$ cat src/rtl/cdb_writeback_arbiter_if.sv
// CDB writeback bus between functional-unit requesters and the arbiter.
//   req_v_i     : per-requester writeback valid (requester -> arbiter)
//   req_data_i  : per-requester payload (dest tag + data)
//   req_ready_o : per-requester grant, one-hot or zero (arbiter -> requester)
//   cdb_v_o     : registered CDB broadcast valid
//   cdb_data_o  : registered CDB payload
//   cdb_src_o   : index of the requester that produced the broadcast
// master = requester side, slave = arbiter side.
interface cdb_writeback_arbiter_if #(
  parameter int NUM_REQ_P       = 4,
  parameter int PAYLOAD_WIDTH_P = 16
);
  localparam int SRC_W = $clog2(NUM_REQ_P);

  logic [NUM_REQ_P-1:0]                      req_v_i;
  logic [NUM_REQ_P-1:0][PAYLOAD_WIDTH_P-1:0] req_data_i;
  logic [NUM_REQ_P-1:0]                      req_ready_o;
  logic                                      cdb_v_o;
  logic [PAYLOAD_WIDTH_P-1:0]                cdb_data_o;
  logic [SRC_W-1:0]                          cdb_src_o;

  modport master (
    output req_v_i, req_data_i,
    input  req_ready_o, cdb_v_o, cdb_data_o, cdb_src_o
  );

  modport slave (
    input  req_v_i, req_data_i,
    output req_ready_o, cdb_v_o, cdb_data_o, cdb_src_o
  );
endinterface

$ cat src/rtl/cdb_writeback_arbiter.sv
// Common-data-bus writeback arbiter with age-based urgency.
// Grants one requester per cycle (lowest-index urgent requester first,
// otherwise lowest-index valid requester) and registers the winner's
// payload onto the CDB one cycle later.
//   clk_i     : sole clock, rising edge
//   reset_n_i : asynchronous active-low reset
//   flush_i   : mispredict flush; suppresses grants, kills next broadcast,
//               clears all wait counters
//   bus       : slave side of cdb_writeback_arbiter_if (requests, grants,
//               CDB broadcast)
module cdb_writeback_arbiter #(
  parameter int NUM_REQ_P       = 4,
  parameter int PAYLOAD_WIDTH_P = 16,
  parameter int AGE_LIMIT_P     = 3
) (
  input  logic                     clk_i,
  input  logic                     reset_n_i,
  input  logic                     flush_i,
  cdb_writeback_arbiter_if.slave   bus
);

  localparam int unsigned SRC_W = $clog2(NUM_REQ_P);
  localparam int unsigned CNT_W = $clog2(AGE_LIMIT_P + 1);
  localparam logic [CNT_W-1:0] AGE_MAX = CNT_W'(AGE_LIMIT_P);

  logic [NUM_REQ_P-1:0][CNT_W-1:0] cnt_q, cnt_d;
  logic [NUM_REQ_P-1:0]            urgent;
  logic [NUM_REQ_P-1:0]            grant;
  logic                            grant_v;
  logic [SRC_W-1:0]                grant_idx;
  logic [SRC_W-1:0]                urg_idx, any_idx;
  logic                            urg_found, any_found;

  logic                       cdb_v_q, cdb_v_d;
  logic [PAYLOAD_WIDTH_P-1:0] cdb_data_q, cdb_data_d;
  logic [SRC_W-1:0]           cdb_src_q, cdb_src_d;

  // Grant selection: two priority scans in one pass, urgent scan wins.
  // reset_n_i gates the grant so req_ready_o drops asynchronously in reset.
  always_comb begin
    urg_found = 1'b0;
    any_found = 1'b0;
    urg_idx   = '0;
    any_idx   = '0;
    urgent    = '0;
    for (int unsigned i = 0; i < NUM_REQ_P; i++) begin
      urgent[i] = bus.req_v_i[i] && (cnt_q[i] == AGE_MAX);
      if (!urg_found && urgent[i]) begin
        urg_found = 1'b1;
        urg_idx   = SRC_W'(i);
      end
      if (!any_found && bus.req_v_i[i]) begin
        any_found = 1'b1;
        any_idx   = SRC_W'(i);
      end
    end
    grant_v   = any_found && !flush_i && reset_n_i;
    grant_idx = urg_found ? urg_idx : any_idx;
    grant     = '0;
    for (int unsigned i = 0; i < NUM_REQ_P; i++) begin
      grant[i] = grant_v && (grant_idx == SRC_W'(i));
    end
  end

  assign bus.req_ready_o = grant;

  // Wait counters saturate so losing urgent requesters stay urgent.
  always_comb begin
    cnt_d = cnt_q;
    for (int unsigned i = 0; i < NUM_REQ_P; i++) begin
      if (flush_i || !bus.req_v_i[i] || grant[i]) begin
        cnt_d[i] = '0;
      end else if (cnt_q[i] != AGE_MAX) begin
        cnt_d[i] = cnt_q[i] + CNT_W'(1);
      end
    end
  end

  always_comb begin
    cdb_v_d    = grant_v;
    cdb_data_d = cdb_data_q;
    cdb_src_d  = cdb_src_q;
    if (grant_v) begin
      cdb_data_d = bus.req_data_i[grant_idx];
      cdb_src_d  = grant_idx;
    end
  end

  always_ff @(posedge clk_i or negedge reset_n_i) begin
    if (!reset_n_i) begin
      cnt_q      <= '0;
      cdb_v_q    <= 1'b0;
      cdb_data_q <= '0;
      cdb_src_q  <= '0;
    end else begin
      cnt_q      <= cnt_d;
      cdb_v_q    <= cdb_v_d;
      cdb_data_q <= cdb_data_d;
      cdb_src_q  <= cdb_src_d;
    end
  end

  assign bus.cdb_v_o    = cdb_v_q;
  assign bus.cdb_data_o = cdb_data_q;
  assign bus.cdb_src_o  = cdb_src_q;

endmodule
$ cat src/flat_wrapper.sv
// flat-port wrapper written by rule: the top's interface ports become plain ports
module cdb_writeback_arbiter_flat 
#(
  parameter int NUM_REQ_P       = 4,
  parameter int PAYLOAD_WIDTH_P = 16,
  parameter int AGE_LIMIT_P     = 3
)
  (clk_i, reset_n_i, flush_i, bus_req_v_i, bus_req_data_i, bus_req_ready_o, bus_cdb_v_o, bus_cdb_data_o, bus_cdb_src_o);
  cdb_writeback_arbiter_if #(.NUM_REQ_P(NUM_REQ_P), .PAYLOAD_WIDTH_P(PAYLOAD_WIDTH_P)) bus_i ();
  input  logic clk_i;
  input  logic reset_n_i;
  input  logic flush_i;
  input wire logic [$bits(bus_i.req_v_i)-1:0] bus_req_v_i;
  input wire logic [$bits(bus_i.req_data_i)-1:0] bus_req_data_i;
  output wire logic [$bits(bus_i.req_ready_o)-1:0] bus_req_ready_o;
  output wire logic [$bits(bus_i.cdb_v_o)-1:0] bus_cdb_v_o;
  output wire logic [$bits(bus_i.cdb_data_o)-1:0] bus_cdb_data_o;
  output wire logic [$bits(bus_i.cdb_src_o)-1:0] bus_cdb_src_o;
  assign bus_i.req_v_i = bus_req_v_i;
  assign bus_i.req_data_i = bus_req_data_i;
  assign bus_req_ready_o = bus_i.req_ready_o;
  assign bus_cdb_v_o = bus_i.cdb_v_o;
  assign bus_cdb_data_o = bus_i.cdb_data_o;
  assign bus_cdb_src_o = bus_i.cdb_src_o;
  cdb_writeback_arbiter #(.NUM_REQ_P(NUM_REQ_P), .PAYLOAD_WIDTH_P(PAYLOAD_WIDTH_P), .AGE_LIMIT_P(AGE_LIMIT_P)) u_core (.clk_i(clk_i), .reset_n_i(reset_n_i), .flush_i(flush_i), .bus(bus_i));
endmodule
$ cat config.mk
export PLATFORM = sky130hd
export DESIGN_NAME = cdb_writeback_arbiter_flat
export DESIGN_NICKNAME = d
export VERILOG_FILES = /design/src/rtl/cdb_writeback_arbiter_if.sv /design/src/rtl/cdb_writeback_arbiter.sv /design/src/flat_wrapper.sv
export SDC_FILE = /design/constraint.sdc
export NUM_CORES = 1
export LEC_CHECK = 0
export CAP_MARGIN = 20
export CORE_MARGIN = 2
export CORE_UTILIZATION = 39
export DETAILED_ROUTE_END_ITERATION = 16
export GPL_ROUTABILITY_DRIVEN = 0
export PLACE_DENSITY = 0.85
export SYNTH_ARGS = -nofsm -noshare
export SYNTH_HDL_FRONTEND = slang
export SYNTH_SLANG_ARGS = --single-unit
$ cat constraint.sdc
create_clock -name clk_i -period 2.4 [get_ports clk_i]
set_input_delay 0.24 -clock clk_i [delete_from_list [all_inputs] [get_ports clk_i]]
set_output_delay 0.24 -clock clk_i [all_outputs]
set_load 0.005 [all_outputs]
### Word level (Yosys, flattened, before mapping)

Cells that the tools add are included.

* register bits: 27
* bits of input ports: 71
* output and inout bits: 23
* logic and storage cells: 88

* add/subtract/negate cells: 4
* $lt $le $gt $ge: 1
* equal/unequal tests: 11
* multiplexer cells: 25
* reduce and logical (&&, ||, !) cells: 40

Operator list (count)
* 16-bit binary-select mux with 2-bit select: 1
* 2-bit two-way mux: 13
* 1-bit logical AND: 16
* 16-bit two-way mux: 1
* 2-bit equality test, second input constant: 6
* 1-bit zero test: 11
* 1-bit two-way mux: 10
* 2-bit by 1-bit adder with 2-bit output, second input constant: 4
* 1-bit logical OR: 8
* 2-bit != test, second input constant: 4
* 2-bit nonzero test: 4
* 2-bit by 3-bit less-than comparator with 1-bit output, second input constant: 1
* 2-bit by 1-bit equality test with 1-bit output, second input constant: 1
* 2-bit zero test: 1

### Longest topological paths before layout

Gate-level depths: netlist of run 1.

* word-level depth: 17
* depth in mapped cells: 8
* gate-level depth less buffers: 6

### Worst setup path before layout of run 1

Ideal clock, no wire load.

* kind: flip-flop to flip-flop
* start: register u_core.cnt_q[6] in the netlist's numbering
* end: register u_core.cdb_data_q[0], in the netlist u_core.bus.cdb_data_o[0]
* setup time: 0.126 ns
* data arrival time: 1.986 ns
* data required time: 2.274 ns
* slack: 0.288 ns
* cell stages (with the launch flop): 9
* path buffers: 2
* cells stage by stage: dfrtp_1 -> ha_1 -> o21bai_1 -> a22o_1 -> buf_2 -> nand2_2 -> buf_6 -> mux2_4 -> a221o_1

* word-level cells in the longest chain between the ends: 7

Ends and longest elaborated chain
* start: declaration: RTL line cdb_writeback_arbiter.sv:26 `logic [NUM_REQ_P-1:0][CNT_W-1:0] cnt_q, cnt_d;`
* start signal: assignment: RTL line cdb_writeback_arbiter.sv:96 `cnt_q <= cnt_d;`
* 2-bit equality test *: RTL line cdb_writeback_arbiter.sv:47 `urgent[i] = bus.req_v_i[i] && (cnt_q[i] == AGE_MAX);`
* 1-bit logical AND *: RTL line cdb_writeback_arbiter.sv:47
* 1-bit logical AND *: RTL line cdb_writeback_arbiter.sv:48 `if (!urg_found && urgent[i]) begin`
* 2-bit two-way mux or 1-bit two-way mux (tied branches): RTL line cdb_writeback_arbiter.sv:48
* 2-bit two-way mux *: RTL line cdb_writeback_arbiter.sv:58 `grant_idx = urg_found ? urg_idx : any_idx;`
* 16-bit binary-select mux with 2-bit select *: RTL line cdb_writeback_arbiter.sv:84 `cdb_data_d = bus.req_data_i[grant_idx];`
* 16-bit two-way mux (implied by the code) *: RTL line cdb_writeback_arbiter.sv:84
* end signal: assignment: RTL line cdb_writeback_arbiter.sv:98 `cdb_data_q <= cdb_data_d;`
* end: declaration: RTL line cdb_writeback_arbiter.sv:35 `logic [PAYLOAD_WIDTH_P-1:0] cdb_data_q, cdb_data_d;`

Every way passes the cells marked *; elsewhere a longest branch is shown, timed or not. The select of a mux whose other input is x is not followed.
A chain may end at the register's enable or synchronous reset.

### Final worst setup path of run 1

* start: input bus_req_v_i[2]
* end: output bus_req_ready_o[2]

* word-level cells in the longest chain between the ends: 9

Ends and longest elaborated chain
* start: declaration: RTL line flat_wrapper.sv:13 `input wire logic [$bits(bus_i.req_v_i)-1:0] bus_req_v_i;`
* 1-bit logical AND: RTL line cdb_writeback_arbiter.sv:47
* 1-bit logical AND: RTL line cdb_writeback_arbiter.sv:48
* 1-bit two-way mux: RTL line cdb_writeback_arbiter.sv:48
* 1-bit zero test: RTL line cdb_writeback_arbiter.sv:48
* 1-bit logical AND: RTL line cdb_writeback_arbiter.sv:48
* 2-bit two-way mux or 1-bit two-way mux (tied branches): RTL line cdb_writeback_arbiter.sv:48
* 2-bit two-way mux: RTL line cdb_writeback_arbiter.sv:58
* 2-bit equality test: RTL line cdb_writeback_arbiter.sv:61 `grant[i] = grant_v && (grant_idx == SRC_W'(i));`
* 1-bit logical AND *: RTL line cdb_writeback_arbiter.sv:61
* end: declaration: RTL line flat_wrapper.sv:15 `output wire logic [$bits(bus_i.req_ready_o)-1:0] bus_req_ready_o;`

Every way passes the cells marked *; elsewhere a longest branch is shown, timed or not.

==> metrics.csv, run 1 <==
metric;value;unit
num ports;94;
Root Buffer;clkbuf_8;
crit path kind;in -> out;
vias in the first global route;1858;
sequential fraction of the synthesis area;38.9;%
FILL cells;351;
Vias;1818;
grt ovf;0;
Reg2Reg Setup Slack;180;ps
Gate Count Post-Synth;176;
Pwr Total;1.34;mW
CP Capture Type;output pin;
fin crit share;97.1;%
Final Skew;6.37;ps
share of cells above drive strength 1;22.3;%
most used cell, CP;clkdlybuf4s50_1;
Residual DRC;0;
WL final;5.50;mm
initial antenna violation count;0;
CTS clock-pin slew for the worst setup and hold paths;100;ps
Die X;70.7;um
area of the die;0.00500;mm2
clock latency on the worst-skew pair;270;ps
Core ar.;0.00432;mm2
cell row count;24;
max-slew violations;0;
global-route wire length before repair;8.85;mm
area of the multi-input gates;0.00102;mm2
Die Ht;70.7;um
Num CTS Buffers;3;
Data required, critical path;2160;ps
max cap viols;0;
reg2reg path depth;8;
pwr dens;456;mW/mm2
placed insts;325;
Initial Util;40.2;%
FF/Latch Area;676;um2
status;finished, final reports clean;
Fmax;429;MHz
Ys Warns;0;
Area Overhead vs Synth;69.2;%
maximum fanout along the worst path;4;
worst min path class;in -> async;
synthesized flop and latch total;27;
cts-stage hold buffer count;0;
crit path max-delay cell type;or4_1;
Via density;5.43;
CTS tree;built;
final setup vio count;0;
mapped cell area;0.00174;mm2
final worst path period need;2330;ps
slowest stage delay, CP;540;ps
Critical Path AT;2090;ps
n_diodes;0;
Lkg Pwr;1.23;nW
Placed Area;0.00282;mm2
crit path cell chain;clkdlybuf4s50_1 > or4_1 > nand3b_1 > inv_2 > nand3_2 > nor2_1 > clkdlybuf4s50_1;
Post-DRT Antenna Nets;0;
Design Area, Final;0.00294;mm2
Max Root-Sink Buffers;2;
Slew headroom;44.6;%
initial drt markers;89;
Max VDD drop;248;uV
Worst setup SP type;primary input;
Post-Synthesis Mean Instance Area;9.87;um2
commonest non-fill, non-tap cell in the layout;clkdlybuf4s50_1;
H-Tree Level Count;1;
# port buffers;93;
drt pass-1 iters;4;
most frequent cells in the layout;clkdlybuf4s50_1 (89), dfrtp_1 (27), nand3_1 (26);
worst slew pin tran;831;ps
Routed WL per cell;16.4;um
Fin. Hold Viols;0;
post-layout util;67.9;%
largest net degree at the start of global routing;28;
R2R Path End;u_core.bus.cdb_data_o[15];
Finished Layout Cells;335;
clk sinks;27;
reg-to-reg startpoint;u_core.cnt_q[4];
Syn Nets;251;
Netlist cell types;28;
gr usage total;21.8;%
placed wire-length estimate;4.11;mm
nets;359;
==> critical path: cells and delay by family <==
kind | cells | cell delay, ps
buf+inv | 3 | 970
simple gates | 4 | 870
==> report_power, final <==
part | internal, mW | switching [mW] | total, mW
clock | 0.119 | 0.153 | 0.272
sequential | 0.519 | 0.0384 | 0.558
combinational | 0.341 | 0.170 | 0.510
==> layer usage <==
| metal | part of all wire, % | GRT usage [%] | wire, um | up-vias |
|---|---|---|---|---|
| met4 | 0.96 | 4.40 | 53 | 0 |
| met2 | 51 | 38.4 | 2810 | 64 |
| met1 | 41 | 27.3 | 2260 | 874 |
| li1 | - | - | - | 874 |
| met3 | 6.8 | 5.13 | 376 | 6 |
| met5 | 0 | 0 | 0 | - |
==> repair_timing <==
item,CTS,global route
setup endpoints to repair,4,2
resized for setup,4,7
pin swaps,0,3
setup buffers,1,5
==> kinds of logic after synthesis <==
kind of cell,share of synthesized area (%)
compound gates,23.8
xor+xnor,2.02
fa+ha+maj,2.88
buf+inv,4.03
flops,38.9
mux,13.8
simple gates,14.6
==> metrics by stage <==
step / TNS, ps / setup slack [ps] / hold slack, ps
4_1_cts: 0 / 19.6 / 404
2_1_floorplan: 0 / 288 / -55.6
3_3_place_gp: -2840 / -223 / 460
5_1_grt: -15.8 / -11.8 / 429
6_report: 0 / 70.7 / 394
3_5_place_dp: -326 / -68.2 / 471
==> sequential cells by signal (all words and copies together) (netlist names) <==
name and count:
u_core.bus.cdb_data_o 16, u_core.cnt_q 8, u_core.bus.cdb_v_o 1, u_core.bus.cdb_src_o 2
==> worst max path at each step <==
stage / from / endpoint / slack (ps) / depth (start not counted)
6_report: bus_req_v_i[2] / bus_req_ready_o[2] / 70 / 7
5_1_grt: bus_req_v_i[0] / bus_req_ready_o[2] / -10 / 7
4_1_cts: bus_req_v_i[3] / bus_req_ready_o[2] / 20 / 7
3_5_place_dp: bus_req_v_i[1] / u_core.bus.cdb_data_o[15] / -70 / 8
3_3_place_gp: bus_req_v_i[1] / u_core.bus.cdb_data_o[11] / -220 / 6
2_1_floorplan: u_core.cnt_q[6] / u_core.bus.cdb_data_o[0] / 290 / 8
==> Yosys cell counts <==
cell type	n	area share, %
nand3b_1	1	0.43
mux2_2	11	7.1
nor2_1	13	2.8
nand2_2	2	0.72
a221o_1	6	3.5
a22o_1	2	1.0
a21oi_1	7	2.0
ha_1	4	2.9
mux2_4	5	4.3
a22oi_1	2	0.86
o21bai_1	3	1.3
buf_2	5	1.4
a21o_1	1	0.43
o221a_2	10	6.5
mux2i_1	4	2.3
a32oi_4	1	1.6
nand2_1	3	0.65
or4_1	1	0.43
clkbuf_1	8	1.7
o21ai_0	21	6.1
a32o_1	1	0.58
xor2_1	4	2.0
nor2b_1	4	1.4
buf_6	1	0.65
inv_2	1	0.22
nand2b_1	1	0.36
dfrtp_1	27	39
nand3_1	27	7.8
==> final cells by class <==
cell class	instances	area share, %
inverter	1	0.128
tap	52	2.21
sequential	27	23.0
multi-input combinational	134	34.7
timing repair buffer	117	38.5
clock buffer	4	1.53
Note: power is estimated with default switching activity, not from simulation.
==> run 2: changes to the inputs <==
Settings changed: ABC_AREA set to 0.
==> results of run 2 <==
Final layout, timing and power as in run 1 (identical DEF).
==> run 3: changes to the inputs <==
Settings changed: SKIP_CTS_REPAIR_TIMING set to 1.
Clock period 2.4 ns to 2.3 ns, I/O delays scaled along.
==> run 3 against run 2 <==
Net effect: via count increased by 2.3%; die area unchanged; clock skew decreased by 1.8 ps; power increased by 4.4%; largest cell class unchanged; highest routed layer unchanged.
==> metrics.csv, run 3 (same netlist as run 1, synthesis figures left out) <==
metric;value;unit;change
status;finished, final reports clean;;unchanged
worst slew pin tran;482;ps;was 831 ps
Net Sw Frac;26.7;%;was 27.0%
CP Capture Type;flip-flop;;was output pin
cell row count;24;;unchanged
Via density;5.52;;was 5.43
final setup vio count;0;;unchanged
final worst path period need;2140;ps;
cell family with most CP delay;compound AO/OA/AOI/OAI gates;;was buffers and inverters
R2R Path End;u_core.bus.cdb_data_o[4];;was u_core.bus.cdb_data_o[15]
clock latency on the worst-skew pair;270;ps;about the same
Die X;70.7;um;unchanged
Worst setup SP type;flip-flop;;was primary input
sequential share of power;41.7;%;was 41.6%
area of the multi-input gates;0.00105;mm2;was 0.00102 mm2
Hold WS;382;ps;was 394 ps
max cap viols;0;;unchanged
Routed WL per cell;16.8;um;was 16.4 um
Crit path buffers/inverters;2;;was 3
Core ar.;0.00432;mm2;unchanged
Finished Layout Cells;337;;was 335
crit path max-delay cell type;dfrtp_1;;was or4_1
Final WS setup;156;ps;was 70.7 ps
worst min path class;in -> async;;unchanged
largest net degree at the start of global routing;28;;unchanged
num ports;94;;unchanged
FILL cells;348;;was 351
combinational power share;38.7;%;was 38.1%
grt ovf;0;;unchanged
pwr dens;466;mW/mm2;was 456 mW/mm2
Max VDD drop;290;uV;was 248 uV
commonest non-fill, non-tap cell in the layout;clkdlybuf4s50_1;;unchanged
Lkg Pwr;1.32;nW;was 1.23 nW
Post-DRT Antenna Nets;0;;unchanged
maximum fanout along the worst path;11;;was 4
vias in the first global route;1830;;was 1858
Root Buffer;clkbuf_8;;unchanged
Vias;1860;;was 1818
Data required, critical path;2460;ps;was 2160 ps
nets;361;;was 359
global-route wire length before repair;8.63;mm;was 8.85 mm
reg-to-reg startpoint;u_core.cnt_q[6];;was u_core.cnt_q[4]
Residual DRC;0;;unchanged
CTS tree;built;;unchanged
RSZ-0062 raised after global routing;no;;
Reg2Reg Setup Slack;160;ps;was 180 ps
Critical Path AT;2310;ps;was 2090 ps
max-slew violations;0;;unchanged
placed insts;327;;was 325
placed wire-length estimate;4.05;mm;was 4.11 mm
crit path kind;reg -> reg;;was in -> out
Initial Util;40.2;%;unchanged
H-Tree Level Count;1;;unchanged
clock share of power;19.6;%;was 20.3%
CTS clock-pin slew for the worst setup and hold paths;90;ps;was 100 ps
Max Root-Sink Buffers;2;;unchanged
internal power;1.03;mW;was 979 uW
Final Skew;4.53;ps;was 6.37 ps
drt pass-1 iters;4;;unchanged
initial antenna violation count;0;;unchanged
pre-CTS worst setup slack;-134;ps;was -68.2 ps
n_diodes;0;;unchanged
FF/Latch Area;676;um2;unchanged
share of cells above drive strength 1;24.2;%;was 22.3%
Setup TNS;0;ps;unchanged
initial drt markers;56;;was 89
Switching Power;374;uW;was 361 uW
Die Ht;70.7;um;unchanged
Slew headroom;67.9;%;was 44.6%
reg2reg path depth;8;;unchanged
Area Overhead vs Synth;73.1;%;was 69.2%
gr usage total;21.6;%;was 21.8%
Fin. Hold Viols;0;;unchanged
most frequent cells in the layout;clkdlybuf4s50_1 (86), dfrtp_1 (27), nand3_1 (26);;was clkdlybuf4s50_1 (89), dfrtp_1 (27), nand3_1 (26)
Num CTS Buffers;3;;unchanged
crit path cell chain;ha_2 > o21bai_2 > a22o_1 > nand2_4 > buf_4 > buf_12 > mux2_2 > a221o_1;;was clkdlybuf4s50_1 > or4_1 > nand3b_1 > inv_2 > nand3_2 > nor2_1 > clkdlybuf4s50_1
Fmax;466;MHz;
# port buffers;93;;unchanged
slowest stage delay, CP;400;ps;was 540 ps
clk sinks;27;;unchanged
WL final;5.66;mm;was 5.50 mm
max reg flops;16;;unchanged
area of the die;0.00500;mm2;unchanged
fin crit share;93.2;%;
## run 3: how the worst max path moves through the flow
stage,depth (start not counted),to,startpoint
6_report,8,u_core.bus.cdb_data_o[4],u_core.cnt_q[6]
5_1_grt,8,u_core.bus.cdb_data_o[4],u_core.cnt_q[6]
4_1_cts,7,bus_req_ready_o[1],u_core.cnt_q[6]
3_5_place_dp,7,u_core.bus.cdb_data_o[10],bus_req_v_i[1]
3_3_place_gp,6,u_core.bus.cdb_data_o[11],bus_req_v_i[1]
2_1_floorplan,8,u_core.bus.cdb_data_o[0],u_core.cnt_q[6]
## run 3: area by class of cell
class,instances,area share [%]
repair buffers,119,38.9
multi-input cells,134,34.9
inverters,1,0.125
clock buffers,4,1.50
flip-flops and latches,27,22.5
well taps,52,2.16
## run 3: through the flow
stage	instance area (um2)	total power [mW]	utilization [%]
final	3010	1.40	69.5
after global routing	3010	1.47	69.5
after CTS	2890	1.39	66.8
after detailed placement	2840	1.12	65.7
after global placement	2830	1.10	65.5
after floorplan	1740	0.784	-
## run 3: layer usage
metal	global-route usage [%]	part of all wire (%)	vias up
li1	-	-	880
met5	0	0	-
met1	26.5	41	903
met2	39.1	52	71
met4	3.98	0.67	0
met3	4.56	6.3	6
## run 3: power by group through the flow
stage	Sequential (mW)	Combinational, mW	Clock [mW]
floorplan	0.591	0.193	0
global placement	0.589	0.513	0
detailed placement	0.590	0.527	0
CTS	0.582	0.530	0.273
global route	0.594	0.582	0.296
finish	0.584	0.541	0.275
==> variant 1, RTL diff (flow settings as in run 3) <==
`cdb_data_q` no longer has a reset.
--- a/src/rtl/cdb_writeback_arbiter.sv
+++ b/src/rtl/cdb_writeback_arbiter.sv
@@ -90,14 +90,16 @@
     if (!reset_n_i) begin
       cnt_q      <= '0;
       cdb_v_q    <= 1'b0;
-      cdb_data_q <= '0;
       cdb_src_q  <= '0;
     end else begin
       cnt_q      <= cnt_d;
       cdb_v_q    <= cdb_v_d;
-      cdb_data_q <= cdb_data_d;
       cdb_src_q  <= cdb_src_d;
     end
+  end
+
+  always_ff @(posedge clk_i) begin
+    cdb_data_q <= cdb_data_d;
   end
 
   assign bus.cdb_v_o    = cdb_v_q;
Check against the original RTL: differs if reset_n_i is asserted again (counterexample within 4 cycles, from zero or initial values and one cycle with reset_n_i low); with reset_n_i held inactive, the same outputs for 10 cycles.
==> variant 1 against run 3 <==
Sequential cell count is the same; final area grew 4.2%; area after synthesis increased by 7.1%; wire length rose by 9.4%; setup slack better by 0.043 ns; sequential power is 3% lower; power shrank 8.6%; register-to-register slack improved by 0.14 ns; largest cell class unchanged.
==> variant 1: results (changes against run 3) <==
metric	value	unit	change
wl_per_cell	18.2	µm	+8.4%
detailed_place.area	2990	µm²	+5.2%
avgSynthCellArea	10.3	µm²	+4.8%
reg2reg_depth	7		-1
synth_flop_cell	edfxtp_1		
crit_start	u_core.cnt_q[7]		
track_usage	0.224		+0.00843
power.share.clock	0.219		+0.023
dr.pass1.iters	5		+1
p_seq	568	µW	-3%
grt_max_degree	33		+18%
grt_pass1_vias	2031		+11%
num_vias	2038		+9.6%
yosys_warnings	0		unchanged
drt_wl_total	6190	µm	+9.4%
yosys-top-cells-area	edfxtp_1 26%, dfrtp_1 15%, o21ai_0 8.6%, a311oi_1 7.5%, a32oi_1 7.5%		
timing.fmax	476	MHz	+2.0%
drive_above_1_share	0.189		-0.0533
dp.cells	334		+2.1%
largest_register_ffs	16		unchanged
synth_seq_area_share	0.406		+0.0171
synth_edf_count	16		+16
worstMarginPinSlew	0.761	ns	+0.279 ns
htreeDepth	1		unchanged
multi_input_area	1060	µm²	+1.3%
fillers	370		+6.3%
path_max_fanout	4		-7
hpwl	4410	µm	+9.0%
grt_pass1_wl	9340	µm	+8.3%
ys_async_sr_fraction	0.407		-0.593
drt_iter0_drc	189		+240%
pre_cts_slack	-0.142	ns	-0.00853 ns
nNetsFinal	362		+0.28%
p_leak	1.22	nW	-7.5%
cp.arrival	1.87	ns	-0.44 ns
path_clk_slew	0.10	ns	
r2r_slack	0.30	ns	+0.14 ns
powerClk	280	µW	+2%
cp-endpoint	bus_req_ready_o[1]		
yosys.cell_types.count	36		+29%
switchingPower	347	µW	-7.1%
slowest_delay	0.40	ns	about the same
syn_nets	255		+1.6%
ir_drop	0.231	mV	-20%
outcome	complete, no violations		
holdWs	0.362	ns	-0.0195 ns
antenna_found_initial	0		unchanged
worstReg2RegEnd	u_core.bus.cdb_data_o[13]		
ys_top_cells_by_count	32 x o21ai_0, 18 x a22oi_1, 16 x a311oi_1, 16 x a32oi_1, 16 x edfxtp_1		
clock_skew	0.00144	ns	-0.00309 ns
[variant 1: cells by family (layout without fill, tap and decap cells)]
kind of cell	count (synthesis)	in the layout	share of synthesized area
muxes	4	4	0.0215
xor gates and xnor gates	4	4	0.0188
buffers and inverters	26	132	0.0625
and+or+nand+nor	16	16	0.0679
AOI/OAI and AO/OA	99	99	0.396
DFF	27	27	0.406
adders and majority gates	4	4	0.0269
[variant 1: layout make-up]
cell class              instances  share of cell area
repair buffers                126               0.381
multi-input cells             127               0.339
flip-flops and latches         27               0.241
well taps                      54              0.0216
clock buffers                   4              0.0144
inverters                       2             0.00240
[variant 1: per-layer routing]
| layer | share of wire | up-vias | wire length [µm] | track usage |
|---|---|---|---|---|
| met2 | 0.51 | 99 | 3140 | 0.402 |
| met4 | 0.0092 | 0 | 57 | 0.0741 |
| li1 | - | 969 | - | - |
| met1 | 0.40 | 962 | 2460 | 0.276 |
| met5 | 0 | - | 0 | 0 |
| met3 | 0.085 | 8 | 524 | 0.0262 |
==> variant 2, RTL diff (flow settings as in run 3) <==
Without the edit above. `NUM_REQ_P` is set to 4 in 3 places; all go to 16.
--- a/src/rtl/cdb_writeback_arbiter_if.sv
+++ b/src/rtl/cdb_writeback_arbiter_if.sv
@@ -7,7 +7,7 @@
 //   cdb_src_o   : index of the requester that produced the broadcast
 // master = requester side, slave = arbiter side.
 interface cdb_writeback_arbiter_if #(
-  parameter int NUM_REQ_P       = 4,
+  parameter int NUM_REQ_P       = 16,
   parameter int PAYLOAD_WIDTH_P = 16
 );
   localparam int SRC_W = $clog2(NUM_REQ_P);
--- a/src/rtl/cdb_writeback_arbiter.sv
+++ b/src/rtl/cdb_writeback_arbiter.sv
@@ -9,7 +9,7 @@
 //   bus       : slave side of cdb_writeback_arbiter_if (requests, grants,
 //               CDB broadcast)
 module cdb_writeback_arbiter #(
-  parameter int NUM_REQ_P       = 4,
+  parameter int NUM_REQ_P       = 16,
   parameter int PAYLOAD_WIDTH_P = 16,
   parameter int AGE_LIMIT_P     = 3
 ) (
--- a/src/flat_wrapper.sv
+++ b/src/flat_wrapper.sv
@@ -1,7 +1,7 @@
 // flat-port wrapper written by rule: the top's interface ports become plain ports
 module cdb_writeback_arbiter_flat 
 #(
-  parameter int NUM_REQ_P       = 4,
+  parameter int NUM_REQ_P       = 16,
   parameter int PAYLOAD_WIDTH_P = 16,
   parameter int AGE_LIMIT_P     = 3
 )
Ports: changed (resized bus_cdb_src_o, bus_req_data_i, bus_req_ready_o and bus_req_v_i); port bits go from 94 to 312. The function was not compared with the original's and may differ.
==> variant 2 against run 3 <==
The flow now finishes with violations (negative setup slack); non-clock buffer count is 427 higher; sequential share of layout area shrank 11 points; sequential power increased by 93%; critical path depth rose by 4; setup slack got worse by 1.2 ns; area after synthesis grew to 3.2 times the old value; sequential cell count up 26; wire length grew to 6.1 times the old value; final area grew to 4.0 times the old value; cell count rose to 4.0 times the old value; power rose to 3.4 times the old value; clock skew is 0.0019 ns higher; critical endpoint is now u_core.bus.cdb_data_o[14].
==> variant 2: results (changes against run 3) <==
metric	value	unit	change
outcome	finished with violations		
violations	negative setup slack		
slowest_delay	0.45	ns	+0.05 ns
hpwl	22600	µm	+460%
reg2reg_from	u_core.cnt_q[10]		
critPathSlowestCell	or4_4		
nNetsFinal	1453		+300%
layout_setup_ws	-1.08	ns	-1.24 ns
maxPowerGroup	combinational logic		
holdWs	0.139	ns	-0.242 ns
worstReg2RegEnd	u_core.bus.cdb_data_o[14]		
cp-endpoint	u_core.bus.cdb_data_o[14]		
muxShareOfSynthArea	0.209		+0.0710
grt_pass1_vias	7489		+310%
cts_buffers	5		+2
grtUsageMet2	0.572		+0.181
drt_iter0_drc	1039		+1800%
track_usage	0.342		+0.126
ir_drop	0.425	mV	+47%
p_sw_frac	0.341		+0.0742
power.share.clock	0.193		-0.003
path_max_fanout	7		-4
synth_compound_area_frac	0.254		+0.0166
ys_top_cells_by_count	79 x nor2_1, 76 x mux2_2, 53 x dfrtp_1, 49 x o21ai_0, 44 x a21oi_1		
wl_met1	12500	µm	+440%
met1_usage	0.438		+0.173
routed.top_layer	met5		
grt_max_degree	54		+93%
setup_viol	66		+66
reg2reg_depth	12		+4
cp.arrival	3.52	ns	+1.21 ns
slew_headroom	0.510		-0.169
dr.pass1.iters	10		+6
synthXorXnorAreaFrac	0.0249		+0.00469
fillers	704		+100%
synth_seq_area_share	0.235		-0.154
yosys.area_share.adder	0.0355		+0.00670
drive_above_1_share	0.394		+0.152
antenna_found_initial	5		+5
==> variant 2: cell types whose count changed after synthesis, moves of 18 or more <==
cell,change
nand2_1,+22
nor2_1,+66
o21ai_0,+28
dfrtp_1,+26
mux2i_1,+28
mux2_2,+65
a221oi_1,+25
a21oi_1,+37
clkbuf_1,+18
==> variant 2: stage by stage <==
step                      instances  power, mW  TNS, ns  area, µm²  setup slack, ns
after floorplan                 655       1.99   -23.23       5820           -0.607
after CTS                      1285       4.09   -45.86      10400            -1.20
after global routing           1345       4.89   -49.75      11900            -1.16
final                          1346       4.76   -45.39      11900            -1.08
after detailed placement       1277       3.18   -56.83      10300            -1.20
after global placement         1277       3.14   -52.86      10300            -1.14
==> variant 2: layout make-up <==
class	count	area, µm²	share of cell area
Clock inverter	1	30.0	0.00252
Multi-Input combinational cell	553	4900	0.411
Inverter	3	11.3	0.000944
Clock buffer	7	143	0.0120
Antenna cell	3	7.51	0.000629
Tap cell	180	225	0.0189
Timing Repair Buffer	546	5290	0.443
Sequential cell	53	1330	0.111
